<file path="config.mk">
export PLATFORM = sky130hd
export DESIGN_NAME = gen_debounce
export DESIGN_NICKNAME = d
export VERILOG_FILES = /design/src/rtl/gen_debounce_pkg.sv /design/src/rtl/gen_debounce.sv
export SDC_FILE = /design/constraint.sdc
export NUM_CORES = 1
export LEC_CHECK = 0
export CORE_AREA = 2 2 39 41
export CTS_CLUSTER_SIZE = 20
export DETAILED_ROUTE_END_ITERATION = 10
export DIE_AREA = 0 0 41 43
export SLEW_MARGIN = 20
export SYNTH_ARGS = -nofsm -noshare
export SYNTH_HDL_FRONTEND = slang
export SYNTH_SLANG_ARGS = --single-unit
</file>
<file path="constraint.sdc">
create_clock -name CLK -period 1.45 [get_ports CLK]
set_clock_uncertainty 0.1 [all_clocks]
set_input_delay 0.145 -clock CLK [delete_from_list [all_inputs] [get_ports CLK]]
set_output_delay 0.145 -clock CLK [all_outputs]
set_load 0.01 [all_outputs]
</file>
<file path="src/rtl/gen_debounce_pkg.sv">
// Shared definitions for the level debouncer: the state encoding and the
// parameter-legality check used at elaboration.
package gen_debounce_pkg;

    typedef enum logic [1:0] {
        ST_LO  = 2'd0,
        CHK_HI = 2'd1,
        ST_HI  = 2'd2,
        CHK_LO = 2'd3
    } db_state_t;

    // The counter must be able to hold STABLE_CYCLES-1 without wrapping.
    function automatic bit params_ok(input int stable_cycles, input int cnt_w);
        if (stable_cycles < 2) return 1'b0;
        if (cnt_w < 1 || cnt_w > 30) return 1'b0;
        return (1 << cnt_w) > stable_cycles;
    endfunction

endpackage

</file>
<file path="src/rtl/gen_debounce.sv">
// Level debouncer with one-cycle rise/fall strobes for an already-synchronized
// input. A new level is accepted after STABLE_CYCLES consecutive samples.
module gen_debounce
    import gen_debounce_pkg::*;
#(
    parameter int   STABLE_CYCLES = 16,
    parameter int   CNT_W         = 5,
    parameter logic RST_VAL       = 1'b0
) (
    input  logic CLK,
    input  logic RST,
    input  logic data_syn,
    output logic data_stable,
    output logic rise_pulse,
    output logic fall_pulse
);

    if (!params_ok(STABLE_CYCLES, CNT_W)) begin : g_bad_params
        $error("gen_debounce: need STABLE_CYCLES >= 2 and 2**CNT_W > STABLE_CYCLES");
    end

    localparam logic [CNT_W-1:0] CNT_LAST = CNT_W'(STABLE_CYCLES - 1);
    localparam db_state_t        ST_RST   = RST_VAL ? ST_HI : ST_LO;

    db_state_t        state_q, state_d;
    logic [CNT_W-1:0] cnt_q, cnt_d;
    logic             stable_q, stable_d;
    logic             rise_q, rise_d;
    logic             fall_q, fall_d;

    always_comb begin
        state_d  = state_q;
        cnt_d    = '0;
        stable_d = stable_q;
        rise_d   = 1'b0;
        fall_d   = 1'b0;
        case (state_q)
            ST_LO: begin
                if (data_syn) begin
                    state_d = CHK_HI;
                    cnt_d   = CNT_W'(1);
                end
            end
            CHK_HI: begin
                // A single low sample discards the whole candidate run.
                if (!data_syn) begin
                    state_d = ST_LO;
                end else if (cnt_q == CNT_LAST) begin
                    state_d  = ST_HI;
                    stable_d = 1'b1;
                    rise_d   = 1'b1;
                end else begin
                    cnt_d = cnt_q + CNT_W'(1);
                end
            end
            ST_HI: begin
                if (!data_syn) begin
                    state_d = CHK_LO;
                    cnt_d   = CNT_W'(1);
                end
            end
            CHK_LO: begin
                if (data_syn) begin
                    state_d = ST_HI;
                end else if (cnt_q == CNT_LAST) begin
                    state_d  = ST_LO;
                    stable_d = 1'b0;
                    fall_d   = 1'b1;
                end else begin
                    cnt_d = cnt_q + CNT_W'(1);
                end
            end
            default: begin
                state_d = ST_RST;
            end
        endcase
    end

    always_ff @(posedge CLK or posedge RST) begin
        if (RST) begin
            state_q  <= ST_RST;
            cnt_q    <= '0;
            stable_q <= RST_VAL;
            rise_q   <= 1'b0;
            fall_q   <= 1'b0;
        end else begin
            state_q  <= state_d;
            cnt_q    <= cnt_d;
            stable_q <= stable_d;
            rise_q   <= rise_d;
            fall_q   <= fall_d;
        end
    end

    assign data_stable = stable_q;
    assign rise_pulse  = rise_q;
    assign fall_pulse  = fall_q;

endmodule

</file>
==> out/metrics.cfg <==
[cts]
cts_max_level = 1
root_buffer = sky130_fd_sc_hd__clkbuf_4
ctsHoldBuffers = 0
clock_insertion_delay_worst_skew_ns = 0.26
cts-buffers-inserted = 3
clock_sinks = 10
clock_tree.buffer_depth = 2
clk_pin_slew_ns = 0.06
cts_tree = done

[final_layout]
areaGrowthSynthToFinish_pct = 29.6
most_common_cell_after_layout_fill_and_taps_aside = sky130_fd_sc_hd__dfrtp_1
sequential_cell_area_sq_um = 250
diodes = 0
num-nets-final = 57
multi_input_area_sq_um = 186
stdcell_count = 67
filler_cell_count = 140
final_cell_mix = 10 x sky130_fd_sc_hd__dfrtp_1, 5 x sky130_fd_sc_hd__buf_4, 4 x sky130_fd_sc_hd__a21oi_1, 4 x sky130_fd_sc_hd__clkdlybuf4s50_1
layout-drive-gt1-share_pct = 27.5
fin_area_sq_um = 581

[power_and_ir_drop]
vdd.ir_drop.worst_v = 0.000535
pwr_density_cell_nw_per_um2 = 939
leakage_nw = 0.281

[floorplanning]
die_w_um = 41
initial_core_util_pct = 32.4
floorplan.die_area_sq_um = 1760
number_of_rows_created_at_floorplan = 14
core_sq_um = 1380
die_h_um = 43
pin_count = 6

[critical_path]
cells_along_the_critical_path = ha_1, and4b_4, nand2_4, mux2_4
cpPeakStageDelay_ns = 0.37
largest_driver_fanout_on_the_critical_path = 5
cp_startpoint_kind = flop
worst_path_class_setup = flop to flop
worst_ep_required_time_ns = 1.49
cp_slowest_cell = sky130_fd_sc_hd__dfrtp_1
endpoint_class_of_the_critical_path = flop
worstPathArrival_ns = 1.46

[sta]
period_share_pct = 97.4
final_max_slew_viol_count = 0
setup_viol = 0
achievable_clock_frequency_ghz = 0.708
actual_transition_at_the_worst_max_transition_pin_ns = 0.361
grt_setup_unrepaired = true
report.final.hold_viol_count = 0
shortest_clock_period_the_worst_path_allows_after_layout_ns = 1.41
slew_headroom_pct = 75.9

[worst_hold_path]
worst_hold_path_type = primary input to async pin

[detailed_routing]
wl_per_cell_um = 11.1
detailed_router_s_first_iteration_violation_count = 1
route.detailed.drc = 0
detailedRoute.firstPassIterationCount = 2
via_per_inst = 4.97
vias = 333
antenna_left = 0
detail_route.wirelength_um = 745

[global_route]
grt-ovfl-total = 0
grt_most_used_layer = met2
gr-usage-met1_pct = 15.4
grt_start_max_net_pins = 11
via_count_of_the_first_global_routing_pass = 343
initial_antenna_violation_count = 0
grt_util_met2_pct = 16.9
grt.met3_usage_pct = 3.14
gr-usage-all-layers_pct = 12.6
wire_length_of_the_first_global_routing_pass_mm = 1.40

[place]
place.detailed.instances = 63
placedInstanceArea_sq_um = 548
dp_hpwl_um = 558
place.port_buffers = 5
gp_congestion = 0.624

[yosys]
netlist_area_sq_um = 448
synth_seq_area_share_pct = 55.9
yosys_warnings = 0
syn_inst = 38
syn-mean-instance-area_sq_um = 11.8
ys_types = 18
synth.net_count = 42
ys_seq_elements = 10

[flow_run]
cap_violations = 0

[run_status]
status = completed

per-layer routing:
layer / up-vias / routed length [um]
met3: 5 / 25
met1: 163 / 300
met4: 0 / 33
li1: 158 / -
met2: 7 / 386
met5: - / 0
cells by family after synthesis:
group,after synthesis,synth area share (%)
and+or+nand+nor,14,21.2
DFF,10,55.9
AOI/OAI and AO/OA,6,7.82
buffers and inverters,3,2.51
xor gates and xnor gates,2,3.91
muxes,2,5.86
adders and majority gates,1,2.79
final timing paths:
check / from / end / slack [ns] / depth (start not counted)
setup / recovery: cnt_q[1]$_DFF_PP0_ / flop / 0.04 / 4
hold / removal: RST / cnt_q[2]$_DFF_PP0_ / 0.05 / 2
setup reg to reg: cnt_q[1]$_DFF_PP0_ / flop / 0.04 / 4
hold reg to reg: cnt_q[4]$_DFF_PP0_ / cnt_q[4]$_DFF_PP0_ / 0.42 / 2
max in group asynchronous: RST / state_q[0]$_DFFE_PP0P_ / 0.94 / 2
min in group CLK: cnt_q[4]$_DFF_PP0_ / cnt_q[4]$_DFF_PP0_ / 0.42 / 2
layout make-up:
| cell class | instances | share of cell area, % |
|---|---|---|
| Multi-Input combinational cell | 25 | 32.1 |
| Clock buffer | 3 | 3.88 |
| Sequential cell | 10 | 43.1 |
| Tap cell | 16 | 3.45 |
| Inverter | 3 | 1.94 |
| Timing Repair Buffer | 10 | 15.5 |
critical path: cells and delay by family (launching register included):
kind                     cells  cell delay (ns)
AND/OR/NAND/NOR              2             0.36
multiplexers                 1             0.30
adder cells (fa/ha/maj)      1             0.18
flip-flops                   1             0.37
power by group:
part	leakage [nW]	internal (W)	switching (W)
Sequential	0.133	0.000291	0.0000145
Clock	0.0138	0.0000952	0.0000822
Combinational	0.134	0.0000366	0.0000262
timing repair:
action,4_1_cts,5_1_grt
endpoints found under the setup margin,0,2
endpoints found under the hold margin,0,0
buffers inserted,0,1
resized for setup,0,1
registers in the layout (all words and copies together) (netlist names), named ones only:
| register | cells |
|---|---|
| state_q | 1 |
| fall_pulse | 1 |
| cnt_q | 5 |
| data_stable | 1 |
| rise_pulse | 1 |
cell usage after synthesis:
library cell,count,area share [%]
sky130_fd_sc_hd__dfrtp_1,10,56
sky130_fd_sc_hd__a21oi_1,4,4.5
sky130_fd_sc_hd__inv_1,3,2.5
sky130_fd_sc_hd__nand3_1,3,3.4
sky130_fd_sc_hd__nand2_1,2,1.7
sky130_fd_sc_hd__nor2_1,2,1.7
sky130_fd_sc_hd__nor3b_1,2,3.4
sky130_fd_sc_hd__xnor2_1,2,3.9
sky130_fd_sc_hd__a31o_2,1,2.0
sky130_fd_sc_hd__a31oi_1,1,1.4
sky130_fd_sc_hd__and4b_4,1,3.1
sky130_fd_sc_hd__ha_1,1,2.8
sky130_fd_sc_hd__mux2_2,1,2.5
sky130_fd_sc_hd__mux2_4,1,3.4
sky130_fd_sc_hd__nand2_4,1,2.5
sky130_fd_sc_hd__nand2b_1,1,1.4
sky130_fd_sc_hd__nand2b_4,1,3.1
sky130_fd_sc_hd__nor3_1,1,1.1
stage by stage:
stage	setup TNS, ns	hold slack [ns]	utilization [%]	total power [W]	setup WS, ns
global placement	0	0.338	39.6	0.000368	0.0517
detailed placement	0	0.342	39.6	0.000369	0.0382
CTS	0	0.0608	41.2	0.000548	0.0216
global route	-0.0247	0.109	42.0	0.000582	-0.0247
finish	0	0.0509	42.0	0.000545	0.0382
floorplan	0	-0.115	-	0.000341	0.00319
Power figures use the tool's default switching activity.
